### src/rtl/regfile_ctrl_pkg.sv
// Shared opcodes, FSM state encoding and default widths for the register-file op sequencer.
package regfile_ctrl_pkg;

  localparam int DEF_DW = 8;
  localparam int DEF_AW = 3;

  localparam logic [2:0] OP_NOP   = 3'd0;
  localparam logic [2:0] OP_LOADI = 3'd1;
  localparam logic [2:0] OP_ADD   = 3'd2;
  localparam logic [2:0] OP_SUB   = 3'd3;
  localparam logic [2:0] OP_AND   = 3'd4;
  localparam logic [2:0] OP_OR    = 3'd5;
  localparam logic [2:0] OP_XOR   = 3'd6;
  localparam logic [2:0] OP_CLEAR = 3'd7;

  typedef enum logic [2:0] {
    ST_IDLE  = 3'd0,
    ST_READ  = 3'd1,
    ST_EXEC  = 3'd2,
    ST_WRITE = 3'd3,
    ST_CLEAR = 3'd4
  } state_t;

endpackage

### src/rtl/alu8.sv
// Combinational ALU: LOADI passes the immediate, ADD/SUB report carry/borrow, logic ops clear carry.
module alu8
  import regfile_ctrl_pkg::*;
#(
  parameter int W = DEF_DW
) (
  input  logic [2:0]   op,
  input  logic [W-1:0] a,
  input  logic [W-1:0] b,
  input  logic [W-1:0] imm,
  output logic [W-1:0] y,
  output logic         c
);

  logic [W:0] sum;
  logic [W:0] diff;

  // The extra top bit of diff is the borrow, set exactly when a < b.
  assign sum  = {1'b0, a} + {1'b0, b};
  assign diff = {1'b0, a} - {1'b0, b};

  always_comb begin
    y = '0;
    c = 1'b0;
    case (op)
      OP_LOADI: y = imm;
      OP_ADD:   begin y = sum[W-1:0];  c = sum[W];  end
      OP_SUB:   begin y = diff[W-1:0]; c = diff[W]; end
      OP_AND:   y = a & b;
      OP_OR:    y = a | b;
      OP_XOR:   y = a ^ b;
      default:  y = '0;
    endcase
  end

endmodule

### src/rtl/regfile_op_sequencer.sv
// Command sequencer for an external register file: read operands, run the ALU, write back, or bulk-clear.
// Handshake: a command transfers on a rising edge where cmd_valid && cmd_ready; cmd_ready is high only in IDLE.
module regfile_op_sequencer
  import regfile_ctrl_pkg::*;
#(
  parameter int DW = DEF_DW,
  parameter int AW = DEF_AW
) (
  input  logic          clk,
  input  logic          rst,
  input  logic          cmd_valid,
  output logic          cmd_ready,
  input  logic [2:0]    cmd_op,
  input  logic [AW-1:0] cmd_rd,
  input  logic [AW-1:0] cmd_rs0,
  input  logic [AW-1:0] cmd_rs1,
  input  logic [DW-1:0] cmd_imm,
  output logic [AW-1:0] rf_read_addr0,
  output logic [AW-1:0] rf_read_addr1,
  input  logic [DW-1:0] rf_read_data0,
  input  logic [DW-1:0] rf_read_data1,
  output logic [AW-1:0] rf_write_addr,
  output logic [DW-1:0] rf_write_data,
  output logic          rf_write_enable,
  output logic          done,
  output logic [DW-1:0] result,
  output logic          flag_z,
  output logic          flag_c,
  output logic          busy,
  output state_t        state_dbg
);

  localparam logic [AW-1:0] CNT_LAST = {AW{1'b1}};

  state_t        state;
  logic [2:0]    op_q;
  logic [AW-1:0] rd_q, rs0_q, rs1_q, cnt;
  logic [AW-1:0] cnt_next;
  logic [DW-1:0] imm_q, a_q, b_q;
  logic [DW-1:0] alu_y;
  logic          alu_c;

  assign cnt_next      = cnt + 1'b1;
  assign rf_read_addr0 = rs0_q;
  assign rf_read_addr1 = rs1_q;
  assign busy          = ~cmd_ready;
  assign state_dbg     = state;

  alu8 #(.W(DW)) u_alu (
    .op  (op_q),
    .a   (a_q),
    .b   (b_q),
    .imm (imm_q),
    .y   (alu_y),
    .c   (alu_c)
  );

  always_ff @(posedge clk) begin
    if (rst) begin
      state           <= ST_IDLE;
      cmd_ready       <= 1'b1;
      done            <= 1'b0;
      rf_write_enable <= 1'b0;
      rf_write_addr   <= '0;
      rf_write_data   <= '0;
      result          <= '0;
      flag_z          <= 1'b0;
      flag_c          <= 1'b0;
      cnt             <= '0;
      op_q            <= OP_NOP;
      rd_q            <= '0;
      rs0_q           <= '0;
      rs1_q           <= '0;
      imm_q           <= '0;
      a_q             <= '0;
      b_q             <= '0;
    end else begin
      case (state)
        ST_IDLE: begin
          if (cmd_valid && cmd_ready) begin
            op_q      <= cmd_op;
            rd_q      <= cmd_rd;
            rs0_q     <= cmd_rs0;
            rs1_q     <= cmd_rs1;
            imm_q     <= cmd_imm;
            cmd_ready <= 1'b0;
            if (cmd_op == OP_CLEAR) begin
              state           <= ST_CLEAR;
              cnt             <= '0;
              rf_write_enable <= 1'b1;
              rf_write_addr   <= '0;
              rf_write_data   <= '0;
              result          <= '0;
              flag_z          <= 1'b1;
              flag_c          <= 1'b0;
            end else if (cmd_op == OP_NOP) begin
              state <= ST_WRITE;
              done  <= 1'b1;
            end else begin
              state <= ST_READ;
            end
          end
        end
        ST_READ: begin
          a_q   <= rf_read_data0;
          b_q   <= rf_read_data1;
          state <= ST_EXEC;
        end
        ST_EXEC: begin
          result          <= alu_y;
          flag_z          <= (alu_y == '0);
          flag_c          <= alu_c;
          done            <= 1'b1;
          rf_write_enable <= (op_q != OP_NOP);
          rf_write_addr   <= rd_q;
          rf_write_data   <= alu_y;
          state           <= ST_WRITE;
        end
        ST_WRITE: begin
          done            <= 1'b0;
          rf_write_enable <= 1'b0;
          cmd_ready       <= 1'b1;
          state           <= ST_IDLE;
        end
        ST_CLEAR: begin
          // done is raised together with the write of the last register.
          if (cnt == CNT_LAST) begin
            done            <= 1'b0;
            rf_write_enable <= 1'b0;
            cmd_ready       <= 1'b1;
            state           <= ST_IDLE;
          end else begin
            cnt           <= cnt_next;
            rf_write_addr <= cnt_next;
            done          <= (cnt_next == CNT_LAST);
          end
        end
        default: begin
          done            <= 1'b0;
          rf_write_enable <= 1'b0;
          cmd_ready       <= 1'b1;
          state           <= ST_IDLE;
        end
      endcase
    end
  end

endmodule

### config.mk
export PLATFORM = sky130hd
export DESIGN_NAME = regfile_op_sequencer
export DESIGN_NICKNAME = d
export VERILOG_FILES = /design/src/rtl/regfile_ctrl_pkg.sv /design/src/rtl/alu8.sv /design/src/rtl/regfile_op_sequencer.sv
export SDC_FILE = /design/constraint.sdc
export NUM_CORES = 1
export LEC_CHECK = 0
export ABC_AREA = 0
export BUFFER_PORTS_ARGS = -buffer_cell sky130_fd_sc_hd__buf_2
export CAP_MARGIN = 20
export CORE_ASPECT_RATIO = 1.2
export CORE_MARGIN = 1.5
export CORE_UTILIZATION = 59
export DETAILED_ROUTE_END_ITERATION = 7
export PLACE_DENSITY = 0.87
export SLEW_MARGIN = 15
export SYNTH_ARGS = -nofsm -noshare
export SYNTH_HDL_FRONTEND = slang
export SYNTH_SLANG_ARGS = --single-unit
### constraint.sdc
create_clock -name clk -period 3.9 [get_ports clk]
set_input_delay 0.975 -clock clk [delete_from_list [all_inputs] [get_ports clk]]
set_output_delay 0.975 -clock clk [all_outputs]
set_load 0.05 [all_outputs]
==> flow_summary.yaml, run 1 <==
status:
  outcome: "finished, final reports clean"
global_route:
  antenna_found_initial: 0
  grt_max_degree: 32
  grt_pass1_vias: 3305
  grt_usage_pct: 29.2
  grt_pass1_wl_um: 15400
  grt_overflow: 0
final_layout:
  nets: 601
  fillers: 527
  final_cell_mix: "92 x nand2_1, 72 x buf_2, 62 x a21oi_1"
  layout_commonest_cell: "nand2_1"
  multi_input_area_um2: 2220
  drive_above_1_share_pct: 18.8
  regArea_um2: 1160
  diodes: 0
  syn_to_final_growth_pct: 12.5
timing:
  timing.final.max_slew_violations: 0
  hold_violations: 0
  tns_ns: 0
  relSlewSlack_pct: 43.0
  worst_pin_slew_ns: 0.854
  rsz0062_at_grt: "false"
  period_share_pct: 75.8
  setup_ws_ns: 0.943
  fmax_mhz: 338
  fin_crit_ns: 2.96
  final-setup-viol-count: 0
  clock_skew_ns: 0.00896
critical_path:
  required_ns: 4.15
  cp_top_family: "simple AND/OR/NAND/NOR gates"
  path_buf_inv: 1
  crit_path_top_delay_cell: "fa_1"
  crit_chain: "inv_1 > ha_1 > fa_1 > or2_2 > a211oi_1 > nor4_1 > and4bb_2 > o2111ai_1 > or4_1 > a221oi_2"
  max_stage_delay_ns: 0.47
  path_class: "register to register"
  critPathArrivalTime_ns: 3.20
  worstSetupEndpointType: "register"
  cp_max_fo: 3
  start_kind: "register"
placed_design:
  place.port_buffers: 72
  place_congestion: 0.943
  pre_cts_ws_ns: 0.978
  dp_hpwl_um: 6790
yosys:
  postSynthAreaPerCell_um2: 7.64
  synth_fp_nets: 552
  ys_warn_count: 0
  async_flop_share_pct: 0
  synth_cell_types: 63
  netlist_instances: 484
  synth_top_flop_cell: "dfxtp_1"
  synth-seq-cells: 58
  synth_edf_count: 0
  synth_area_um2: 3700
  synth-seq-area-share_pct: 31.4
die:
  die_y_um: 89.7
  die_area_um2: 6750
  rows: 31
  coreArea_um2: 6050
  io_pins: 73
  die_w_um: 75.3
  start_util_pct: 61.1
clocking:
  insertion_delay_ns: 0.33
  h-tree-depth: 3
  hold_buffers: 0
  clockBufferDepth: 2
  postCtsSetupRepairBufs: 0
  cts_resized: 0
  cts_tree: "done"
  cts_root_buf: "clkbuf_8"
  clkTransAtPathRegs_ns: 0.06
  cts_made_buffers: 9
  cts_sinks: 58
drt:
  via_per_inst: 5.82
  wl_per_cell_um: 14.9
  vias: 3605
  dr.pass1.iters: 5
  ant_nets: 0
  drt-total-wl_um: 9210
  drc: 0
  drtIter0Drc: 340
run:
  cap_violations: 0
power:
  finalPower_uw: 1730
  power_switching_uw: 637
  power.density_nw_per_um2: 416
  p_clk_share_pct: 27.7
  internal-power_uw: 1090
  leakage_uw: 0.00177
  ir_drop_mv: 0.306
  switching_share_pct: 36.8
  seq_power_share_pct: 40.9
  combPwrFrac_pct: 31.4
worst_hold_path:
  hold_path.class: "register to register"
cells by family (layout without fill, tap and decap cells):
group | count (synthesis) | after routing | synth area share, %
DFF | 58 | 58 | 31.4
AOI/OAI and AO/OA | 139 | 139 | 24.6
muxes | 2 | 2 | 0.541
adders and majority gates | 29 | 29 | 10.2
buffers and inverters | 67 | 120 | 8.60
xor gates and xnor gates | 1 | 1 | 0.237
and+or+nand+nor | 188 | 188 | 24.4
cell usage after synthesis (3+ instances only):
| cell | instances | share of area, % |
|---|---|---|
| a21oi_1 | 62 | 8.4 |
| buf_4 | 10 | 2.0 |
| o21ai_0 | 11 | 1.5 |
| buf_6 | 3 | 0.91 |
| or3_1 | 3 | 0.51 |
| clkbuf_1 | 19 | 1.9 |
| dfxtp_1 | 58 | 31 |
| nor2b_1 | 8 | 1.4 |
| nand3_1 | 7 | 0.95 |
| a21o_1 | 4 | 0.81 |
| ha_1 | 27 | 9.1 |
| a211o_1 | 4 | 0.95 |
| o2111ai_1 | 3 | 0.71 |
| inv_1 | 29 | 2.9 |
| and2_1 | 3 | 0.51 |
| a22oi_1 | 6 | 1.2 |
| a211oi_1 | 10 | 2.0 |
| nand2_1 | 92 | 9.3 |
| nor4_1 | 4 | 0.68 |
| nor3_1 | 9 | 1.2 |
| nor3b_1 | 4 | 0.81 |
| a32oi_1 | 4 | 0.95 |
| buf_2 | 5 | 0.68 |
| nor2_1 | 37 | 3.8 |
| nand3b_1 | 5 | 1.0 |
| o21bai_1 | 3 | 0.61 |
flip-flops by register name (all words and copies together) (netlist names):
name and flops:
rf_read_addr0 3, rf_write_addr 3, flag_z 1, b_q 8, imm_q 8, rf_write_enable 1
rd_q 3, op_q 3, done 1, rf_read_addr1 3, cnt 3, result 8
cmd_ready 1, flag_c 1, a_q 8, state_dbg 3
power groups by stage:
stage          registers [uW]  clock network [uW]  logic [uW]
3_3_place_gp              716                   0         529
6_report                  708                 478         543
5_1_grt                   715                 515         595
2_1_floorplan             759                   0         371
3_5_place_dp              719                   0         535
4_1_cts                   706                 489         537
per-stage QoR:
stage,utilization [%],hold slack [ns],instances,cell area [um^2]
floorplan,-,0.432,484,3700
global placement,65.9,0.440,604,3990
detailed placement,65.9,0.447,604,3990
CTS,68.7,0.456,619,4160
global route,68.7,0.472,619,4160
finish,68.7,0.456,619,4160
final cells by class:
type | count | area share [%]
clock buffers | 12 | 3.73
inverters | 29 | 2.62
multi-input cells | 359 | 53.5
clock inverters | 3 | 0.361
repair buffers | 76 | 9.39
flip-flops and latches | 58 | 27.9
well taps | 82 | 2.47
tightest hold or removal path, stage by stage, from the launching register on:
cell     delay (ns)
dfxtp_1        0.31
nand2_1        0.05
a21oi_1        0.05
worst paths after layout:
path              slack, ns        startpoint          endpoint  depth (start not counted)
setup reg to reg       0.94            a_q[0]            flag_z                         10
setup / recovery       0.94            a_q[0]            flag_z                         10
hold reg to reg        0.46  rf_read_addr0[2]  rf_read_addr0[2]                          2
hold / removal         0.46  rf_read_addr0[2]  rf_read_addr0[2]                          2
metal layers:
metal	wire length [um]	up-vias	GRT usage, %
li1	-	1775	-
met1	3930	1639	38.2
met2	4370	165	46.2
met3	636	26	7.62
met4	270	0	9.23
met5	0	-	0
No activity file was read; power rests on OpenSTA's default activity.
==> run 2, diff against run 1 <==
ABC_AREA = 1   (was 0)
CORE_UTILIZATION = 50   (was 59)
PLACE_DENSITY = 0.79   (was 0.87)
clock period = 2.71 ns   (was 3.9 ns; I/O delays follow)
==> run 2 against run 1 <==
Effect of this change: area after synthesis decreased by 6.6%; routed wire length decreased by 4.8%; non-clock buffer count unchanged; critical path depth increased by 2; via count decreased by 3.8%; combinational power increased to 4.8 times the previous value; synthesized cell count increased by 5.4%; critical path type unchanged; cell area decreased by 2.6%; sequential power increased by 81%; first-iteration DRC count decreased by 34%.
==> flow_summary.yaml, run 2 <==
critical_path:
  reg2reg_depth: 12
  max_stage_delay_ns: 0.40
  start_kind: "register"
  required_ns: 3.00
  crit_chain: "inv_1 > ha_1 > fa_1 > o21ai_1 > nand2_1 > nand2_1 > o21ai_0 > nand2_1 > nand3_1 > nor2_1 > nand3_1 > a21oi_1"
  rrSetupSlack_ns: 0.60
  cp_max_fo: 3
  cpMostUsedCell: "nand2_1"
  path_class: "register to register"
  crit_path_top_delay_cell: "fa_1"
  reg2reg_to: "flag_z"
  critPathArrivalTime_ns: 2.40
  worstSetupEndpointType: "register"
  r2r-start: "a_q[0]"
timing:
  relSlewSlack_pct: 47.7
  hold_violations: 0
  fmax_mhz: 475
  clock_skew_ns: 0.0107
  whs_ns: 0.456
  timing.final.max_slew_violations: 0
  rsz0062_at_grt: "false"
  period_share_pct: 77.7
  final-setup-viol-count: 0
  worst_pin_slew_ns: 0.783
  tns_ns: 0
  fin_crit_ns: 2.11
power:
  ir_drop_mv: 0.891
  power.density_nw_per_um2: 1190
  leakage_uw: 0.00195
  finalPower_uw: 4820
final_layout:
  syn_to_final_growth_pct: 17.4
  final_cell_mix: "102 x nand2_1, 72 x buf_2, 65 x inv_1"
  layout_commonest_cell: "nand2_1"
  fillers: 650
  diodes: 0
  utilization_pct: 59.8
  nets: 640
  stdcell_area_um2: 4050
  drive_above_1_share_pct: 19.4
yosys:
  postSynthAreaPerCell_um2: 6.77
  synth-seq-cells: 58
  synth_top_flop_cell: "dfxtp_1"
  synth-compound-area-share_pct: 18.4
  synth_adder_area_share_pct: 10.9
  synth_fp_nets: 578
  synth_edf_count: 0
  ys_top_cells_by_area: "dfxtp_1 34%, nand2_1 11%, ha_1 9.8%, a21oi_1 9.1%, inv_1 7.1%"
  synth-simple-area-share_pct: 25.2
  muxShareOfSynthArea_pct: 0
  synth.most_common_cell: "nand2_1"
  netlist_instances: 510
  synth_area_um2: 3450
  synth_area_leader_cell: "dfxtp_1"
  synth_top_family_by_area: "simple AND/OR/NAND/NOR gates"
  synth-seq-area-share_pct: 33.6
  synth_cell_types: 31
  async_flop_share_pct: 0
  ys_top_cells_by_count: "102 x nand2_1, 65 x inv_1, 63 x a21oi_1"
  ys_warn_count: 0
  synth_xor_area_share_pct: 0
  synth_top_area_share_pct: 33.6
clocking:
  cts_tree: "done"
  clockBufferDepth: 2
  hold_buffers: 0
  cts_resized: 0
  insertion_delay_ns: 0.35
  cts_root_buf: "clkbuf_8"
  h-tree-depth: 3
  postCtsSetupRepairBufs: 0
  cts_made_buffers: 9
  clkTransAtPathRegs_ns: 0.07
  cts_sinks: 58
drt:
  drc: 0
  drt-total-wl_um: 8770
  vias: 3467
  drtIter0Drc: 225
  via_per_inst: 5.22
  ant_nets: 0
  dr.pass1.iters: 5
  wl_per_cell_um: 13.2
global_route:
  antenna_found_initial: 0
  grt_pass1_wl_um: 14500
  grt_pass1_vias: 3225
  grt_overflow: 0
  grt_max_degree: 33
  grt_usage_pct: 25.1
die:
  coreArea_um2: 6770
  io_pins: 73
  die_y_um: 94.0
  start_util_pct: 51.0
  die_w_um: 78.9
  rows: 33
  die_area_um2: 7410
placed_design:
  dp_hpwl_um: 6750
  place_congestion: 0.920
  place.port_buffers: 72
  place_area_um2: 3820
worst_hold_path:
  holdPathStages: 2
  hold_end: "rf_write_enable"
  worstHoldStart: "rf_write_enable"
  hold_path.class: "register to register"
status:
  outcome: "finished, final reports clean"
run:
  cap_violations: 0
[run 2: cell types whose count changed after synthesis, moves of 5 or more]
cell,previous run,this run
inv_1,29,65
nand3_1,7,40
o21ai_0,11,43
nand2_1,92,102
inv_2,0,8
nor2b_1,8,0
a211oi_1,10,3
a22oi_1,6,0
clkbuf_1,19,14
nor2_2,0,5
nor3_1,9,4
o22ai_1,1,6
[run 2: how the worst max path moves through the flow]
stage / to / slack, ns / start / depth (start not counted)
after global placement: flag_c / 0.56 / cmd_valid / 10
final: flag_z / 0.60 / a_q[0] / 12
after CTS: flag_z / 0.64 / a_q[0] / 12
after detailed placement: result[1] / 0.54 / cmd_valid / 10
after global routing: op_q[0] / 0.38 / state_dbg[0] / 6
after floorplan: flag_z / 0.85 / a_q[0] / 11
[run 2: metal layers]
layer  global-route usage, %  share of wire [%]  vias up
li1                        -                  -     1775
met1                    30.0                 43     1567
met2                    42.9                 49      102
met3                    5.63                5.1       23
met4                    10.8                3.0        0
met5                       0                  0        -
[run 2: cells by family after synthesis]
group,count (synthesis)
AND/OR/NAND/NOR,201
AO/OA/AOI/OAI,122
buffers and inverters,100
flip-flops,58
adder cells (fa/ha/maj),29
[run 2: critical path, delay by kind of cell, from the launching register on]
| family | cells | cell delay (ns) |
|---|---|---|
| adder cells (fa/ha/maj) | 2 | 0.63 |
| AND/OR/NAND/NOR | 6 | 0.61 |
| AO/OA/AOI/OAI | 3 | 0.41 |
| flip-flops | 1 | 0.34 |
| buffers and inverters | 1 | 0.07 |
[run 2: area by class of cell]
cell class	count	area (um^2)	area share (%)
Multi-Input combinational cell	352	1880	46.4
Inverter	75	282	6.95
Timing Repair Buffer	76	390	9.64
Tap cell	87	109	2.69
Sequential cell	58	1160	28.7
Clock buffer	10	138	3.40
Clock inverter	6	90.1	2.22
[run 2: stage by stage]
step / std cells / worst slack [ns]
floorplan: 510 / 0.849
global placement: 648 / 0.565
detailed placement: 648 / 0.544
CTS: 664 / 0.640
global route: 664 / 0.378
finish: 664 / 0.603
[run 2: power breakdown]
part           switching, uW  internal [uW]
logic                   1830            790
registers                179           1100
clock network            380            544
total                   2390           2440
